File: src/rtl/rock_wave_gen.sv
// Cradle-rocking triangle motion generator: produces stepper step/dir pulses and a signed
// position that swings 0 -> +L -> -L -> 0, with amplitude/frequency resampled only at centre.
module rock_wave_gen #(
    parameter int BASE_DIV = 1000,
    parameter int AMP_STEP = 4,
    parameter int POS_W    = 6,
    parameter int DIV_W    = 16
) (
    input  logic                    clk,
    input  logic                    reset,
    input  logic                    en,
    input  logic [2:0]              A,
    input  logic [2:0]              F,
    output logic signed [POS_W-1:0] pos,
    output logic                    step,
    output logic                    dir,
    output logic                    busy,
    output logic                    cycle_done
);

    typedef enum logic [1:0] {
        ST_IDLE = 2'd0,
        ST_OUT  = 2'd1,
        ST_BACK = 2'd2,
        ST_RET  = 2'd3
    } state_e;

    localparam logic [DIV_W-1:0] BASE_DIV_C = DIV_W'(BASE_DIV);
    localparam logic [DIV_W-1:0] DIV_ONE_C  = {{(DIV_W-1){1'b0}}, 1'b1};
    localparam logic [POS_W-1:0] AMP_C      = POS_W'(AMP_STEP);
    localparam logic [POS_W-1:0] POS_ONE_C  = {{(POS_W-1){1'b0}}, 1'b1};

    state_e           state_q, state_d;
    logic [DIV_W-1:0] cnt_q, cnt_d;
    logic [POS_W-1:0] pos_q, pos_d;
    logic             step_q, step_d;
    logic             dir_q, dir_d;
    logic             busy_q, busy_d;
    logic             cycle_done_q, cycle_done_d;
    logic [2:0]       a_lat_q, a_lat_d;
    logic [2:0]       f_lat_q, f_lat_d;

    logic [3:0]       f_span_s;
    logic [DIV_W-1:0] div_last_s;
    logic [POS_W-1:0] limit_s;
    logic [POS_W-1:0] neg_limit_s;
    logic [POS_W-1:0] pos_inc_s;
    logic [POS_W-1:0] pos_dec_s;
    logic             tick_s;
    logic             start_ok_s;

    // Step period and swing limit derived from the settings latched at the last centre crossing
    always_comb begin
        f_span_s    = 4'd8 - {1'b0, f_lat_q};
        div_last_s  = (BASE_DIV_C * {{(DIV_W-4){1'b0}}, f_span_s}) - DIV_ONE_C;
        limit_s     = {{(POS_W-3){1'b0}}, a_lat_q} * AMP_C;
        neg_limit_s = -limit_s;
        pos_inc_s   = pos_q + POS_ONE_C;
        pos_dec_s   = pos_q - POS_ONE_C;
        tick_s      = (state_q != ST_IDLE) && (cnt_q == div_last_s);
        start_ok_s  = en && (A != 3'd0) && (F != 3'd0);
    end

    // Next-state logic: prescaler, position stepping and cycle sequencing
    always_comb begin
        state_d      = state_q;
        cnt_d        = cnt_q;
        pos_d        = pos_q;
        step_d       = 1'b0;
        dir_d        = dir_q;
        cycle_done_d = 1'b0;
        a_lat_d      = a_lat_q;
        f_lat_d      = f_lat_q;

        if (state_q == ST_IDLE) begin
            cnt_d = {DIV_W{1'b0}};
        end else if (tick_s) begin
            cnt_d  = {DIV_W{1'b0}};
            step_d = 1'b1;
        end else begin
            cnt_d = cnt_q + DIV_ONE_C;
        end

        case (state_q)
            ST_IDLE: begin
                if (start_ok_s) begin
                    a_lat_d = A;
                    f_lat_d = F;
                    state_d = ST_OUT;
                end else begin
                    state_d = ST_IDLE;
                end
            end
            ST_OUT: begin
                if (tick_s) begin
                    pos_d = pos_inc_s;
                    dir_d = 1'b1;
                    if (pos_inc_s == limit_s) begin
                        state_d = ST_BACK;
                    end else begin
                        state_d = ST_OUT;
                    end
                end else begin
                    state_d = ST_OUT;
                end
            end
            ST_BACK: begin
                if (tick_s) begin
                    pos_d = pos_dec_s;
                    dir_d = 1'b0;
                    if (pos_dec_s == neg_limit_s) begin
                        state_d = ST_RET;
                    end else begin
                        state_d = ST_BACK;
                    end
                end else begin
                    state_d = ST_BACK;
                end
            end
            ST_RET: begin
                if (tick_s) begin
                    pos_d = pos_inc_s;
                    dir_d = 1'b1;
                    if (pos_inc_s == {POS_W{1'b0}}) begin
                        // Centre crossing: the only point where new settings take effect
                        cycle_done_d = 1'b1;
                        if (start_ok_s) begin
                            a_lat_d = A;
                            f_lat_d = F;
                            state_d = ST_OUT;
                        end else begin
                            state_d = ST_IDLE;
                        end
                    end else begin
                        state_d = ST_RET;
                    end
                end else begin
                    state_d = ST_RET;
                end
            end
            default: begin
                state_d = ST_IDLE;
                pos_d   = {POS_W{1'b0}};
                cnt_d   = {DIV_W{1'b0}};
            end
        endcase

        busy_d = (state_d != ST_IDLE);
    end

    // State and registered outputs with asynchronous reset
    always_ff @(posedge clk or posedge reset) begin
        if (reset) begin
            state_q      <= ST_IDLE;
            cnt_q        <= {DIV_W{1'b0}};
            pos_q        <= {POS_W{1'b0}};
            step_q       <= 1'b0;
            dir_q        <= 1'b0;
            busy_q       <= 1'b0;
            cycle_done_q <= 1'b0;
            a_lat_q      <= 3'd0;
            f_lat_q      <= 3'd0;
        end else begin
            state_q      <= state_d;
            cnt_q        <= cnt_d;
            pos_q        <= pos_d;
            step_q       <= step_d;
            dir_q        <= dir_d;
            busy_q       <= busy_d;
            cycle_done_q <= cycle_done_d;
            a_lat_q      <= a_lat_d;
            f_lat_q      <= f_lat_d;
        end
    end

    assign pos        = $signed(pos_q);
    assign step       = step_q;
    assign dir        = dir_q;
    assign busy       = busy_q;
    assign cycle_done = cycle_done_q;

endmodule
File: config.mk
export PLATFORM = sky130hd
export DESIGN_NAME = rock_wave_gen
export DESIGN_NICKNAME = d
export VERILOG_FILES = /design/src/rtl/rock_wave_gen.sv
export SDC_FILE = /design/constraint.sdc
export NUM_CORES = 1
export LEC_CHECK = 0
export ABC_AREA = 1
export CAP_MARGIN = 20
export CORE_UTILIZATION = 42
export DETAILED_ROUTE_END_ITERATION = 10
export PLACE_DENSITY = 0.57
export RECOVER_POWER = 25
export SETUP_SLACK_MARGIN = 0.15
export SLEW_MARGIN = 15
export SYNTH_ARGS = -nofsm -noshare
export SYNTH_HDL_FRONTEND = slang
export SYNTH_SLANG_ARGS = --single-unit
export TNS_END_PERCENT = 20
File: constraint.sdc
create_clock -name clk -period 6.1 [get_ports clk]
set_clock_uncertainty 0.2 [all_clocks]
set_input_delay 0.915 -clock clk [delete_from_list [all_inputs] [get_ports clk]]
set_output_delay 0.915 -clock clk [all_outputs]
set_load 0.05 [all_outputs]
Word-level counts from Yosys, hierarchy flattened
Index checks and enable logic that the tools add are counted.

word-level totals
  memories kept = 0
  register bits after elaboration = 34
  bits in latches = 0
  memory bits (read-only) = 0
  output and inout bits = 10
  memory bits (writable) = 0

cells by class
  reduce and logical (&&, ||, !) cells = 14
  $mul = 1
  div/mod/pow operators = 0
  multiplexer cells = 29
  equality and inequality tests = 10
  order comparisons = 0
  $add $sub $neg = 6
  bitwise gates (word level) = 0
  shifts and indexed selects = 0

operators with widths
  operator                                             number
  2-to-1 mux 16 bit                                    2
  2-to-1 mux 3 bit                                     6
  adder 16 x 1 -> 16 bit (second input constant)       1
  equality test 16 bit                                 1
  subtractor 14 x 1 -> 15 bit (second input constant)  1
  2-to-1 mux 6 bit                                     2
  one-hot mux 3 bit (2 select lines)                   2
  one-hot mux 6 bit (2 select lines)                   1
  multiplier 7 x 4 -> 11 bit (first input constant)    1
  2-to-1 mux 2 bit                                     5
  2-to-1 mux 1 bit                                     9
  one-hot mux 2 bit (4 select lines)                   1
  nonzero test 2 bit                                   4
  adder 6 x 1 -> 6 bit (second input constant)         1
  equality test 6 x 5 -> 1 bit                         1
  equality test 6 bit                                  1
  logical NOT 6 bit                                    1
  inequality test 2 bit (second input constant)        3
  negation 5 -> 6 bit                                  1
  AND reduction 3 bit                                  2
  nonzero test 3 bit                                   2
  subtractor 6 x 1 -> 6 bit (second input constant)    1
  equality test 2 bit (second input constant)          2
  subtractor 4 x 3 -> 4 bit (first input constant)     1
  6 further kinds                                      8

Depth between registers and ports, before layout
Gate-level depths: netlist of the first run.

  depth in word-level cells = 8
  depth in mapped cells = 29
  mapped depth without buffers = 28

Worst setup path before layout of the first run
OpenSTA, ideal clock, no wires.

  path type = register to register
  start point = register f_lat_q[0]
  end point = register f_lat_q[2]
  library setup time = 0.118 ns
  period minus slack after synthesis = 4.531 ns
  setup slack = 1.569 ns
  stages on the path, launching flop included = 25
  buffers on the path = 2
  arrival time = 4.213 ns
  cell sequence = dfrtp_1 buf_6 nor3_1 fa_1 fa_1 ha_1 nand2_1 clkinv_1 nand2_1 nand2_1 nand2_1 nand2_2 nor2_4 nand2_2 nor2_2 nand2_1 nand2_2 nand2_2 nor2_4 nand2_4 nand2_2 nand3_2 buf_6 nand2_1 o21ai_2

on the way
  word-level cells in the longest chain between the ends = 7

ends and longest elaborated chain
  what                                    line  RTL
  start, declared                         41    logic [2:0] f_lat_q, f_lat_d;
  start signal, assigned                  172   f_lat_q <= f_lat_d;
  subtractor 4 x 3 -> 4 bit               54    f_span_s = 4'd8 - {1'b0, f_lat_q};
  multiplier 7 x 4 -> 11 bit              55    div_last_s = (BASE_DIV_C * {{(DIV_W-4){1'b0}}, f_span_s}) - DIV_ONE_C;
  subtractor 14 x 1 -> 15 bit             55
  equality test 16 bit                    60    tick_s = (state_q != ST_IDLE) && (cnt_q == div_last_s);
  logical AND 1 bit                       60
  inequality test 2 bit (no source line)  --
  AND reduction 3 bit (no source line)    --

No other way between the ends.
A chain may end at the register's enable or synchronous reset.

Final worst setup path of the first run
  start point = register f_lat_q[0]
  end point = register cnt_q[3]

on the way
  word-level cells in the longest chain between the ends = 7

ends and longest elaborated chain
  what                         line  RTL
  subtractor 4 x 3 -> 4 bit    54
  multiplier 7 x 4 -> 11 bit   55
  subtractor 14 x 1 -> 15 bit  55
  equality test 16 bit         60
  logical AND 1 bit            60
  2-to-1 mux 16 bit            77    end else if (tick_s) begin
  2-to-1 mux 16 bit            75    if (state_q == ST_IDLE) begin
  net cnt_d[3]                 34    logic [DIV_W-1:0] cnt_q, cnt_d;
  end signal, assigned         155   cnt_q <= {DIV_W{1'b0}};
  end signal, assigned         165   cnt_q <= cnt_d;
  end, declared                34

The timed path passes the listed nets, and every way through them passes these cells.

==> flow_metrics.env, run 1 <==
export IMPL_violations="capacitance limit, slew limit"
export IMPL_synth_xor_area_frac=0.08199
export IMPL_met1Wirelength_mm=3.022
export IMPL_synth_adder_area_share=0.1462
export IMPL_n_antenna_cell=0
export IMPL_die_w_um=87.89
export IMPL_dr_wl_met3_um=110
export IMPL_power_per_cell_area_mw_per_mm2=424.5
export IMPL_synth_cells=425
export IMPL_critical_path_required_ns=6.05
export IMPL_gr_total_overflow=0
export IMPL_postRouteAntennaNets=0
export IMPL_vias_per_cell=4.755
export IMPL_grt_max_degree=35
export IMPL_period_needed_ns=5.341
export IMPL_finalSetupTns_ns=0
export IMPL_antenna_found_initial=0
export IMPL_worst_setup_path_start_kind="flop"
export IMPL_numCtsBuffers=5
export IMPL_dr_pass1_iters=4
export IMPL_dieArea_sq_mm=0.007724
export IMPL_outcome="complete, but fails checks"
export IMPL_hold_path_class="reg2reg"
export IMPL_synth_top_family_by_area="simple AND/OR/NAND/NOR gates"
export IMPL_avgSynthCellArea_sq_um=7.289
export IMPL_slew_violations=35
export IMPL_clockBufferDepth=2
export IMPL_synth_simple_area_share=0.3389
export IMPL_p_leak_nw=1.751
export IMPL_gp_congestion=0.9002
export IMPL_cts_hold_buffers=0
export IMPL_dieHeight_um=87.89
export IMPL_place_inst=535
export IMPL_vdd_ir_drop_max_mv=0.1678
export IMPL_cts_setup_buffers=0
export IMPL_setup_slack_ns=0.7587
export IMPL_synth_top_area_cell="dfrtp_1"
export IMPL_power_mw=1.468
export IMPL_synth_compound_area_frac=0.06018
export IMPL_synthMuxAreaShare=0.003231
export IMPL_setup_viol=0
export IMPL_post_dp_cell_area_sq_mm=0.003372
export IMPL_final_cells=543
export IMPL_synth_seq_area_share=0.2746
export IMPL_track_usage=0.1891
export IMPL_syn_area_sq_mm=0.003098
export IMPL_finalHoldViolations=0
export IMPL_finalNetCount=487
export IMPL_port_buffers=18
export IMPL_area_growth_pct=11.67
export IMPL_critPathCaptureType="flop"
export IMPL_vias=2582
export IMPL_dp_final_hpwl_mm=5.337
export IMPL_slew_headroom=-0.2134
export IMPL_cp_max_fo=14
export IMPL_route_top_layer_used="met4"
export IMPL_core_area_sq_mm=0.006944
export IMPL_synth_seq_cells=34
export IMPL_syn_nets=466
export IMPL_postLayoutCoreUtil=0.4982
export IMPL_rsz0062_at_grt="false"
export IMPL_post_place_ws_ns=0.6891
export IMPL_cts_tree="done"
export IMPL_whs_ns=0.2597
export IMPL_dr_first_iter_drc_count=73
export IMPL_criticalPathCategory="reg2reg"
export IMPL_synth_area_top_cells="dfrtp_1, nand2_1, ha_1"
export IMPL_clock_latency_ns=0.28
export IMPL_h_tree_depth=2
export IMPL_final_period_utilization=0.8756
export IMPL_drc=0
export IMPL_synth_top_area_frac=0.2746
export IMPL_cts_resized=0
export IMPL_grt_pass1_vias=2549
export IMPL_worstMarginPinSlew_ns=1.820
export IMPL_wl_met2_mm=3.217
export IMPL_wire_per_inst_um=11.84
export IMPL_row_count=30
export IMPL_grt_pass1_wl_mm=11.22
export IMPL_clkTransAtPathRegs_ns=0.07
export IMPL_final_cell_area_sq_mm=0.003460
export IMPL_fmax_ghz=0.1872
export IMPL_io_pins=19
export IMPL_clockRootBuffer="clkbuf_8"
export IMPL_synth_distinct_cells=38
export IMPL_cts_sinks=34
export IMPL_wirelength_mm=6.427
export IMPL_yosysWarningCount=0
export IMPL_start_util=0.4461
export IMPL_drv_cap=1
export IMPL_critPathArrivalTime_ns=5.29
export IMPL_drive_above_1_share=0.1007
[where the power goes]
part / internal [mW] / total, mW / switching (mW) / leakage (nW)
combinational: 0.362 / 1.01 / 0.643 / 1.26
clock: 0.0910 / 0.168 / 0.0773 / 0.0482
sequential: 0.257 / 0.295 / 0.0379 / 0.444
total: 0.710 / 1.47 / 0.758 / 1.75
[placed cells by master, fill, tap and decap left out, types with 4 or more instances in the layout]
| cell type | instances |
|---|---|
| nand2_1 | 97 |
| inv_1 | 64 |
| nor2_1 | 44 |
| nand3_1 | 37 |
| dfrtp_1 | 34 |
| xor2_1 | 25 |
| ha_1 | 25 |
| clkdlybuf4s50_1 | 17 |
| nand2_2 | 16 |
| o21ai_0 | 12 |
| nand4_1 | 11 |
| nor3_1 | 8 |
| o21ai_2 | 7 |
| fa_1 | 7 |
| clkbuf_8 | 6 |
| xnor2_1 | 4 |
[layer usage]
layer	vias up	GRT usage
met5	-	0
met4	0	0.05216
met3	6	0.02356
met2	28	0.3531
met1	1167	0.2267
li1	1381	-
[path summary, 6_finish.rpt]
check | startpoint | to | slack, ns | cells after the start
max | f_lat_q[0] | cnt_q[3] | 0.76 | 21
min | cnt_q[0] | cnt_q[0] | 0.26 | 1
max reg2reg | f_lat_q[0] | cnt_q[3] | 0.76 | 21
min reg2reg | cnt_q[0] | cnt_q[0] | 0.26 | 1
max in group asynchronous | reset | cnt_q[1] | 3.12 | 3
min in group asynchronous | reset | step | 1.53 | 3
[synthesized netlist by cell type (all sizes together)]
cell,n
nand2,114
inv,65
nor2,48
nand3,39
dfrtp,34
ha,25
xor2,25
o21ai,19
nand4,12
nor3,8
fa,7
buf,5
a21oi,4
xnor2,4
clkinv,2
nand3b,2
or2,2
a21boi,1
a31oi,1
and3,1
clkbuf,1
mux2i,1
nor3b,1
nor4,1
o2111ai,1
o211ai,1
o21bai,1
[sequential cells by signal, indices dropped and copies added, names as in the netlist]
name and count:
cnt_q 16, step 1, a_lat_q 3, dir 1, busy 1, pos 6
cycle_done 1, state_q 2, f_lat_q 3
[logic make-up after synthesis]
group | count (synthesis)
multiplexers | 1
flip-flops | 34
adder cells (fa/ha/maj) | 32
AND/OR/NAND/NOR | 228
buffers and inverters | 73
AO/OA/AOI/OAI | 28
XOR/XNOR | 29
[final cells by class]
type	instances	area, sq um
Clock inverter	1	5.005
Clock buffer	7	86.33
Tap cell	96	120.1
Sequential cell	34	850.8
Inverter	67	252.7
Timing Repair Buffer	20	191.4
Fill cell	713	3485
Multi-Input combinational cell	318	1953
[worst max-delay path, cell delays in order, from the launching register on]
cell,delay (ns)
dfrtp_1,0.71
inv_1,0.28
ha_1,0.49
fa_1,0.72
fa_1,0.46
ha_1,0.37
nand2_1,0.09
nand2_1,0.08
inv_2,0.08
nand2_2,0.06
nand2_1,0.06
nand2_1,0.07
nor2_1,0.17
nand2_2,0.09
nor2_2,0.10
nand2_1,0.07
nand2_2,0.08
nand3b_1,0.08
a21oi_1,0.18
nand2_1,0.25
nand2_1,0.45
nor2_1,0.08
Power figures use the tool's default switching activity.
==> run 2, diff against run 1 <==
--- a/config.mk
+++ b/config.mk
@@ -6,6 +6,7 @@
 export NUM_CORES = 1
 export LEC_CHECK = 0
 export ABC_AREA = 1
+export ABC_CLOCK_PERIOD_IN_PS = 6100
 export CAP_MARGIN = 20
 export CORE_UTILIZATION = 42
 export DETAILED_ROUTE_END_ITERATION = 10
==> constraint.sdc (replaced) <==
create_clock -name clk -period 6.1 [get_ports clk]
set_clock_uncertainty 0.2 [all_clocks]
set_input_delay 0.61 -clock clk [delete_from_list [all_inputs] [get_ports clk]]
set_output_delay 0.61 -clock clk [all_outputs]
set_load 0.05 [all_outputs]
==> results of run 2 <==
The final DEF is identical to that of run 1. Status: complete, but fails checks: capacitance limit, slew limit.
